`config.mk`:
```
export PLATFORM = sky130hd
export DESIGN_NAME = conv_quant_pool
export DESIGN_NICKNAME = d
export VERILOG_FILES = /design/src/rtl/conv_quant_pool.sv
export SDC_FILE = /design/constraint.sdc
export NUM_CORES = 1
export LEC_CHECK = 0
export CORE_MARGIN = 10
export CORE_UTILIZATION = 45
export DETAILED_ROUTE_END_ITERATION = 7
export PLACE_DENSITY = 0.73
export SETUP_SLACK_MARGIN = 0.02
export SYNTH_ARGS = -nofsm -noshare
export SYNTH_HDL_FRONTEND = slang
export SYNTH_SLANG_ARGS = --single-unit
```
`constraint.sdc`:
```
create_clock -name clk -period 3.6 [get_ports clk]
set_clock_uncertainty 0.2 [all_clocks]
set_input_delay 0.72 -clock clk [delete_from_list [all_inputs] [get_ports clk]]
set_output_delay 0.72 -clock clk [all_outputs]
set_load 0.02 [all_outputs]
```
`src/rtl/conv_quant_pool.sv`:
```
// Requantizes the conv core's signed accumulator stream to unsigned bytes (round, shift, ReLU,
// saturate) and applies 2x2 / stride-2 max pooling, emitting one byte per completed pool.
module conv_quant_pool #(
    parameter int IN_W       = 39,
    parameter int FRAC_SHIFT = 16,
    parameter int IMG_W      = 22,
    parameter int IMG_H      = 22
) (
    input  logic                   clk,
    input  logic                   rst_n,
    input  logic                   clear,
    input  logic signed [IN_W-1:0] in_data,
    input  logic                   in_valid,
    output logic [7:0]             out_data,
    output logic                   out_valid,
    output logic                   frame_done
);

    localparam int CW       = $clog2(IMG_W);
    localparam int RW       = $clog2(IMG_H);
    localparam int BD       = IMG_W / 2;
    localparam int BW       = (BD > 1) ? $clog2(BD) : 1;
    localparam int RB_DEPTH = (BD > 1) ? BD : 2;

    localparam logic [CW-1:0] COL_LAST      = CW'(IMG_W - 1);
    localparam logic [RW-1:0] ROW_LAST      = RW'(IMG_H - 1);
    localparam logic [CW-1:0] POOL_COL_LAST = CW'(2 * (IMG_W / 2) - 1);
    localparam logic [RW-1:0] POOL_ROW_LAST = RW'(2 * (IMG_H / 2) - 1);

    localparam logic signed [IN_W:0] RND     = (IN_W + 1)'(1) << (FRAC_SHIFT - 1);
    localparam logic signed [IN_W:0] SAT_MAX = (IN_W + 1)'(255);

    // One guard bit keeps the rounding add from wrapping at the positive extreme.
    function automatic logic [7:0] requant(input logic signed [IN_W-1:0] x);
        logic signed [IN_W:0] s;
        logic signed [IN_W:0] q;
        s = {x[IN_W-1], x};
        s = s + RND;
        q = s >>> FRAC_SHIFT;
        if (q[IN_W]) begin
            return 8'd0;
        end else if (q > SAT_MAX) begin
            return 8'hFF;
        end else begin
            return q[7:0];
        end
    endfunction

    function automatic logic [7:0] max8(input logic [7:0] a, input logic [7:0] b);
        return (a > b) ? a : b;
    endfunction

    logic [CW-1:0] col_q, col_d;
    logic [RW-1:0] row_q, row_d;
    logic          accept;

    logic          vld_p1_q;
    logic [7:0]    quant_p1_q;
    logic [CW-1:0] col_p1_q;
    logic [RW-1:0] row_p1_q;

    logic [7:0]    hold_q;
    logic [7:0]    rowbuf_q [RB_DEPTH];
    logic [7:0]    out_data_q;
    logic          out_valid_q;
    logic          frame_done_q;

    logic [BW-1:0] bidx;
    logic [7:0]    pair_max;
    logic [7:0]    quad_max;
    logic          last_pool;

    assign accept = in_valid && !clear;

    always_comb begin
        col_d = col_q;
        row_d = row_q;
        if (clear) begin
            col_d = '0;
            row_d = '0;
        end else if (in_valid) begin
            if (col_q == COL_LAST) begin
                col_d = '0;
                row_d = (row_q == ROW_LAST) ? '0 : row_q + 1'b1;
            end else begin
                col_d = col_q + 1'b1;
            end
        end
    end

    // Stage 1: requantize and tag each accepted sample with its map position
    always_ff @(posedge clk or negedge rst_n) begin
        if (!rst_n) begin
            col_q    <= '0;
            row_q    <= '0;
            vld_p1_q <= 1'b0;
        end else begin
            col_q    <= col_d;
            row_q    <= row_d;
            vld_p1_q <= accept;
        end
    end

    always_ff @(posedge clk) begin
        if (accept) begin
            quant_p1_q <= requant(in_data);
            col_p1_q   <= col_q;
            row_p1_q   <= row_q;
        end
    end

    assign bidx      = BW'(col_p1_q >> 1);
    assign pair_max  = max8(hold_q, quant_p1_q);
    assign quad_max  = max8(pair_max, rowbuf_q[bidx]);
    assign last_pool = (col_p1_q == POOL_COL_LAST) && (row_p1_q == POOL_ROW_LAST);

    // Stage 2: horizontal pair max, vertical merge through the row buffer
    always_ff @(posedge clk or negedge rst_n) begin
        if (!rst_n) begin
            hold_q       <= '0;
            out_data_q   <= '0;
            out_valid_q  <= 1'b0;
            frame_done_q <= 1'b0;
            for (int i = 0; i < RB_DEPTH; i++) begin
                rowbuf_q[i] <= '0;
            end
        end else begin
            out_valid_q  <= 1'b0;
            frame_done_q <= 1'b0;
            if (clear) begin
                hold_q <= '0;
                for (int i = 0; i < RB_DEPTH; i++) begin
                    rowbuf_q[i] <= '0;
                end
            end else if (vld_p1_q) begin
                if (!col_p1_q[0]) begin
                    hold_q <= quant_p1_q;
                end else if (!row_p1_q[0]) begin
                    rowbuf_q[bidx] <= pair_max;
                end else begin
                    out_data_q   <= quad_max;
                    out_valid_q  <= 1'b1;
                    frame_done_q <= last_pool;
                end
            end
        end
    end

    assign out_data   = out_data_q;
    assign out_valid  = out_valid_q;
    assign frame_done = frame_done_q;

endmodule

```
# Word-level counts from Yosys, hierarchy flattened

Cells that the tools add are included.

Register bits: 135
Logic and storage cells: 80
Input port bits: 43

Magnitude comparators: 5
Multiplexer cells: 31
Reduce and logical (&&, ||, !) cells: 12
Equality and inequality tests: 6
Bitwise operators: 2
$add $sub $neg: 3

Operators with widths:

| cell                                                                         | count |
|---|---|
| 88-bit 2-to-1 mux                                                            | 4 |
| 88-bit bitwise mux                                                           | 1 |
| 8-bit 2-to-1 mux                                                             | 9 |
| 39-bit by 17-bit adder with 40-bit output, second input constant             | 1 |
| 5-bit 2-to-1 mux                                                             | 7 |
| 8-bit binary-select mux with 4-bit select                                    | 1 |
| 8-bit demux with 4-bit select                                                | 1 |
| 24-bit by 9-bit > comparator with 1-bit output, second input constant        | 1 |
| 5-bit == test, second input constant                                         | 4 |
| 8-bit > comparator                                                           | 2 |
| 5-bit by 1-bit adder with 5-bit output, second input constant                | 2 |
| 1-bit 2-to-1 mux                                                             | 8 |
| 2-bit nonzero test                                                           | 4 |
| 5-bit >= comparator, second input constant                                   | 1 |
| 5-bit by 1-bit less-than comparator with 1-bit output, second input constant | 1 |
| 4-bit NOT with 5-bit output                                                  | 1 |
| 2-bit inequality test, second input constant                                 | 2 |
| 2-bit AND reduction                                                          | 2 |
| 4-bit AND reduction                                                          | 1 |
| 1-bit logical AND                                                            | 3 |
| 3-bit AND reduction                                                          | 1 |
| 1-bit logical NOT                                                            | 1 |
| 1-bit NOT                                                                    | 1 |

# Longest topological paths before layout

Gate-level depths: netlist of run 1.

Depth after elaboration: 10
Gate-level depth with buffers: 17

# Worst setup path before layout of run 1

No wires, ideal clock.

Kind: register to register
Start point: register quant_p1_q[1]
End point: register out_data_q[5], in the netlist out_data[5]
Buffers on the path: 2
Data required time: 3.310 ns
Period minus slack after synthesis: 3.702 ns
Cell stages (with the launch flop): 18
Slack: -0.102 ns
Arrival time: 3.412 ns
Setup time: 0.090 ns
Cells stage by stage: edfxtp_1 > inv_1 > ha_1 > nor2b_1 > o211ai_1 > a21oi_1 > o22ai_2 > mux2i_1 > clkbuf_1 > inv_1 > ha_1 > nand2_1 > o21ai_0 > mux2i_1 > a21o_1 > or2_2 > buf_1 > o221ai_1

Cells in the longest elaborated chain, start to end: 4

RTL lines:

| item                     | RTL line | RTL |
|---|---|---|
| start: declaration       | 58       | `logic [7:0] quant_p1_q;` |
| start signal: assignment | 106      | `quant_p1_q <= requant(in_data);` |
| 8-bit > comparator       | 50       | `return (a > b) ? a : b;` |
| 8-bit 2-to-1 mux *       | 50       |  |
| 8-bit > comparator       | 50       |  |
| 8-bit 2-to-1 mux *       | 50       |  |
| end signal: assignment   | 141      | `out_data_q <= quad_max;` |
| end: declaration         | 64       | `logic [7:0] out_data_q;` |

Every way passes the cells marked *; elsewhere a longest branch is shown, timed or not.
A chain may end at the register's enable or synchronous reset.

# Worst setup path after layout of run 1

Start point: register quant_p1_q[7]
End point: register out_data_q[1], in the netlist out_data[1]

The elaborated chain is that of the path after synthesis.

==> results of run 1 <==
cell type report:
class | count | area share
clock buffer | 25 | 0.0593
clock inverter | 5 | 0.00306
inverter | 24 | 0.0110
multi-input combinational | 503 | 0.400
sequential | 135 | 0.424
tap | 188 | 0.0287
timing repair buffer | 61 | 0.0735
report_power, final:
group / internal (W) / switching, W
registers: 0.00159 / 0.0000387
clock network: 0.000919 / 0.000601
logic: 0.000172 / 0.000263
what timing repair did:
item	4_1_cts	5_1_grt
cloned	0	0
pin swaps	2	4
resized for setup	5	17
buffers inserted	0	4
setup endpoints to repair	8	8
layout by cell type (no fill, tap or decap), drive strengths merged, types with 12 or more instances in the layout:
cell type / netlist / final
clkbuf: 21 / 25
mux2i: 20 / 20
mux4: 16 / 16
edfxtp: 18 / 18
a31oi: 14 / 14
nand3: 14 / 14
o21ai: 95 / 95
nand2: 123 / 123
buf: 9 / 25
dfrtp: 117 / 117
inv: 24 / 24
ha: 21 / 21
a21oi: 41 / 41
nor2: 48 / 48
clkdlybuf4s50: 0 / 36
nand4: 12 / 12
stage by stage:
stage | area, um^2 | setup slack (ns) | util | power [W] | instances
2_1_floorplan | 6880 | 0.0241 | - | 0.00186 | 692
3_3_place_gp | 7530 | 0.119 | 0.499 | 0.00204 | 907
3_5_place_dp | 7530 | -0.0181 | 0.499 | 0.00206 | 907
4_1_cts | 8060 | 0.0595 | 0.534 | 0.00357 | 937
5_1_grt | 8180 | -0.0283 | 0.542 | 0.00371 | 941
6_report | 8180 | 0.112 | 0.542 | 0.00359 | 941
how the worst max path moves through the flow:
stage | cells after the start | startpoint | to
5_1_grt | 15 | hold_q[1]$_DFFE_PN0P_ | out_data[3]$_DFFE_PN0P_
3_5_place_dp | 16 | quant_p1_q[1]$_SDFFCE_PN0P_ | out_data[1]$_DFFE_PN0P_
2_1_floorplan | 17 | quant_p1_q[1]$_SDFFCE_PN0P_ | out_data[5]$_DFFE_PN0P_
4_1_cts | 16 | quant_p1_q[1]$_SDFFCE_PN0P_ | out_data[1]$_DFFE_PN0P_
6_report | 15 | quant_p1_q[7]$_SDFFCE_PN0P_ | out_data[1]$_DFFE_PN0P_
3_3_place_gp | 8 | in_data[15] | quant_p1_q[0]$_SDFFCE_PN0P_
state kept, by name, summed over array words and instances, names as in the netlist:
signal / flops
col_q: 5
row_q: 5
frame_done: 1
hold_q: 8
row_p1_q: 5
quant_p1_q: 8
out_valid: 1
rowbuf_q: 88
col_p1_q: 5
out_data: 8
vld_p1_q: 1
cell families after synthesis:
logic type                 count (synthesis)  synth area share
and+or+nand+nor                          245             0.167
DFF                                      135             0.505
muxes                                     36            0.0816
xor gates and xnor gates                  10            0.0128
AOI/OAI and AO/OA                        191             0.165
buffers and inverters                     54            0.0308
adders and majority gates                 21            0.0383
critical path, delay by kind of cell, from the launching register on:
family,cells,cell delay (ns)
muxes,1,0.25
DFF,1,0.41
buffers and inverters,3,0.33
and+or+nand+nor,2,0.36
AOI/OAI and AO/OA,7,1.17
adders and majority gates,2,0.64
layer usage:
metal  vias to the layer above  part of all wire
met5                         -            0.0026
met2                       278              0.49
met4                         2             0.038
li1                       2607                 -
met1                      2771              0.40
met3                        61             0.074
==> results_dict.tcl, run 1 <==
set metrics [dict create \
    post-route-drc-count 0 \
    yosysMostFrequentCell "nand2_1" \
    start_util 0.455 \
    clk_path_buf_depth 2 \
    gr-usage-met3 0.0406 \
    fin_nets 806 \
    crit_slowest_cell "edfxtp_1" \
    numCtsBuffers 17 \
    area_growth_pct 19.1 \
    grt_max_degree 63 \
    viasPerCell 6.08 \
    synth_top_cell_by_area "dfrtp_1" \
    hold_buffers 0 \
    rsz0062_at_grt "true" \
    synth-edff-count 18 \
    path_class "flop to flop" \
    die_area_mm2 0.0206 \
    yosysUniqueCellTypes 57 \
    async_flop_share 0.867 \
    fin_tns_setup_ns 0 \
    relSlewSlack 0.463 \
    cp.arrival_ns 3.57 \
    hold_viol_final 0 \
    dp_hpwl_um 12300 \
    clk_latency_ns 0.42 \
    grt-ovfl-total 0 \
    fp.dieW_um 144 \
    netlist_instances 692 \
    synth_fp_nets 756 \
    yosysSeqAreaShare 0.505 \
    n_fill_cell 1277 \
    leakage_nw 3.44 \
    tightest_slew_ns 0.802 \
    ir_drop_mv 0.320 \
    avgRoutedWirePerCell_um 18.7 \
    ys_top_cells_by_count "123 x nand2_1, 117 x dfrtp_1, 86 x o21ai_0, 48 x nor2_1, 40 x a21oi_1" \
    portBuffers 37 \
    synth_area_leaders "dfrtp_1 43%, edfxtp_1 7.9%, nand2_1 6.7%" \
    finalSetupViolCount 0 \
    crit_chain "inv_1, ha_1, a21oi_1, o21ai_1, o22ai_4, buf_6, mux2i_4, inv_1, ha_1, nor2b_2, o21a_1, o21ai_2, a21o_1, or2_4, o221ai_1" \
    timing.rr.start "quant_p1_q[7]$_SDFFCE_PN0P_" \
    synth.top_cell.area_share 0.426 \
    cts_max_level 4 \
    grt_most_used_layer "met2" \
    finalMaxSlewViolations 0 \
    slowest_delay_ns 0.41 \
    startpoint_type "flop" \
    vias 5719 \
    synth_warnings 0 \
    ys_dominant_reg_cell "dfrtp_1" \
    fp-row-count 45 \
    path_max_fanout 8 \
    wirelength_um 17600 \
    cts_tree "yes" \
    fin_hold_ws_ns 0.185 \
    cts_root_buf "clkbuf_16" \
    drtIter0Drc 563 \
    status "finished, final reports clean" \
    critPathCaptureType "flop" \
    timing.rr.end "out_data[1]$_DFFE_PN0P_" \
    fmax_mhz 287 \
    gr-usage-met2 0.281 \
    grt_pass1_vias 5622 \
    multi_input_area_mm2 0.00328 \
    final_layout_size_suffix_gt1_frac 0.126 \
    r2r_cells 15 \
    period_share 0.969 \
    ios 53 \
    clock-sinks 135 \
    required_ns 3.68 \
    path_clk_slew_ns 0.05 \
    maxCapViolations 0 \
    track_usage 0.172 \
    die_h_um 144 \
    final_antenna_net_count 0 \
    synth_area_mm2 0.00687 \
    avgSynthCellArea_um2 9.92 \
    period_needed_ns 3.49 \
    reg2reg_slack_ns 0.11 \
    gp_congestion 0.941 \
    antenna_found_initial 0 \
    diodes 0 \
    ff_latch_area_mm2 0.00347 \
    core_mm2 0.0151 \
    met1_usage 0.206 \
    synth-seq-cells 135 \
    grt_first_pass_wirelength_um 27900 \
    dr.pass1.iters 5 \
    worstHoldPathType "primary input to async pin" \
    power_density_mw_per_mm2 438 \
]
Note: power is estimated with default switching activity, not from simulation.
==> run 2: changes to the inputs <==
--- a/config.mk
+++ b/config.mk
@@ -5,7 +5,7 @@
 export SDC_FILE = /design/constraint.sdc
 export NUM_CORES = 1
 export LEC_CHECK = 0
-export CORE_MARGIN = 10
+export CAP_MARGIN = 20
 export CORE_UTILIZATION = 45
 export DETAILED_ROUTE_END_ITERATION = 7
 export PLACE_DENSITY = 0.73
==> results_dict.tcl, run 2 (synthesized netlist as in run 1, its figures left out) <==
set metrics [dict create \
    maxCapViolations 0 \
    worstHoldPathType "primary input to async pin" \
    vias 5550 \
    leakage_nw 3.51 \
    period_share 0.961 \
    grt_max_degree 75 \
    die_area_mm2 0.0158 \
    portBuffers 37 \
    failed_checks "DRC" \
    p_clk_frac 0.470 \
    dr.pass1.iters 8 \
    finalMaxSlewViolations 0 \
    cts_tree "yes" \
    critPathCaptureType "flop" \
    numCtsBuffers 17 \
    r2r_cells 15 \
    viasPerCell 5.88 \
    clk_latency_ns 0.42 \
    core_mm2 0.0147 \
    avgRoutedWirePerCell_um 17.5 \
    ir_drop_mv 0.345 \
    path_class "flop to flop" \
    final_cell_mix "122 x nand2_1, 117 x dfrtp_1, 84 x o21ai_0" \
    status "finished with violations" \
    intPower_w 0.00296 \
    fin_tns_setup_ns 0 \
    final_antenna_net_count 0 \
    drtIter0Drc 382 \
    sw_frac_of_total 0.236 \
    fp.dieW_um 126 \
    timing.rr.end "out_data[7]$_DFFE_PN0P_" \
    fmax_mhz 289 \
    p_sw_w 0.000913 \
    layoutNonFillerInstCount 944 \
    final_layout_size_suffix_gt1_frac 0.130 \
    grt_first_pass_wirelength_um 28000 \
    dp_hpwl_um 11800 \
    gp_congestion 0.897 \
    reg2reg_slack_ns 0.14 \
    combPwrFrac 0.109 \
    cts_max_level 4 \
    timing.rr.start "hold_q[1]$_DFFE_PN0P_" \
    wirelength_um 16500 \
    largest_reg_flops 88 \
    clk_path_buf_depth 2 \
    power_density_mw_per_mm2 467 \
    area_growth_pct 20.8 \
    finalPower_w 0.00388 \
    period_needed_ns 3.46 \
    relSlewSlack 0.383 \
    seq_power_share 0.421 \
    startpoint_type "flop" \
    ios 53 \
    utilization 0.565 \
    path_clk_slew_ns 0.05 \
    track_usage 0.227 \
    post-route-drc-count 4 \
    antenna_found_initial 0 \
    required_ns 3.73 \
    n_fill_cell 1224 \
    fin_nets 811 \
    path_max_fanout 8 \
    start_util 0.467 \
    cp.arrival_ns 3.59 \
    top_register "rowbuf_q" \
    placed_area_mm2 0.00754 \
    die_h_um 126 \
    final_common_cell "nand2_1" \
    dp_cells 906 \
    rsz0062_at_grt "true" \
    clock-sinks 135 \
    grt_pass1_vias 5573 \
    hold_viol_final 0 \
    grt-ovfl-total 0 \
    tightest_slew_ns 0.925 \
    cts_root_buf "clkbuf_16" \
    diodes 0 \
    finalSetupViolCount 0 \
    hold_buffers 0 \
    final_cell_area_mm2 0.00830 \
    fp-row-count 44 \
]
[run 2: power groups by stage]
stage	clock, W	sequential, W	combinational, W
floorplan	0	0.00167	0.000190
global placement	0	0.00165	0.000386
detailed placement	0	0.00166	0.000401
CTS	0.00185	0.00163	0.000403
global route	0.00191	0.00164	0.000464
finish	0.00182	0.00163	0.000424
[run 2: stage by stage]
stage          setup WS (ns)  hold slack (ns)
5_1_grt              -0.0264            0.292
6_report               0.140            0.215
3_3_place_gp           0.144            0.257
3_5_place_dp          0.0262            0.270
2_1_floorplan         0.0241            0.224
4_1_cts               0.0250            0.258
[run 2: layout make-up]
| type | instances | area (um^2) | area share |
|---|---|---|---|
| timing repair buffer | 66 | 606 | 0.0730 |
| inverter | 24 | 90.1 | 0.0109 |
| clock inverter | 7 | 113 | 0.0136 |
| sequential | 135 | 3470 | 0.418 |
| tap | 184 | 230 | 0.0277 |
| multi-input combinational | 503 | 3270 | 0.395 |
| clock buffer | 25 | 517 | 0.0623 |
[run 2: worst max-delay path, cell delays in order (launching register included)]
cell and delay [ns]:
dfrtp_1 0.42, ha_1 0.31, nor2b_1 0.13, o211ai_1 0.19, a21oi_2 0.11, o22ai_4 0.19, buf_6 0.17, mux2i_4 0.25
inv_1 0.08, ha_1 0.29, nor2b_1 0.14, o21a_1 0.12, o21ai_1 0.06, a21o_1 0.23, or2_4 0.31, o221ai_1 0.18
[run 2: worst max path at each step]
stage                                 from                       to  slack (ns)
3_3_place_gp   quant_p1_q[1]$_SDFFCE_PN0P_  out_data[3]$_DFFE_PN0P_        0.14
3_5_place_dp   quant_p1_q[7]$_SDFFCE_PN0P_  out_data[2]$_DFFE_PN0P_        0.03
6_report             hold_q[1]$_DFFE_PN0P_  out_data[7]$_DFFE_PN0P_        0.14
5_1_grt        quant_p1_q[7]$_SDFFCE_PN0P_  out_data[5]$_DFFE_PN0P_       -0.03
4_1_cts        quant_p1_q[1]$_SDFFCE_PN0P_  out_data[2]$_DFFE_PN0P_        0.03
2_1_floorplan  quant_p1_q[1]$_SDFFCE_PN0P_  out_data[5]$_DFFE_PN0P_        0.02
[run 2: repair_timing]
action                     4_1_cts  5_1_grt
gates resized for setup          1       17
buffers inserted                 0        6
pin swaps                        0        4
setup endpoints to repair        1        8
[run 2: metal layers]
layer	part of all wire	GRT usage
met1	0.43	0.288
met2	0.49	0.381
met3	0.058	0.0501
met4	0.016	0.0839
met5	0	0
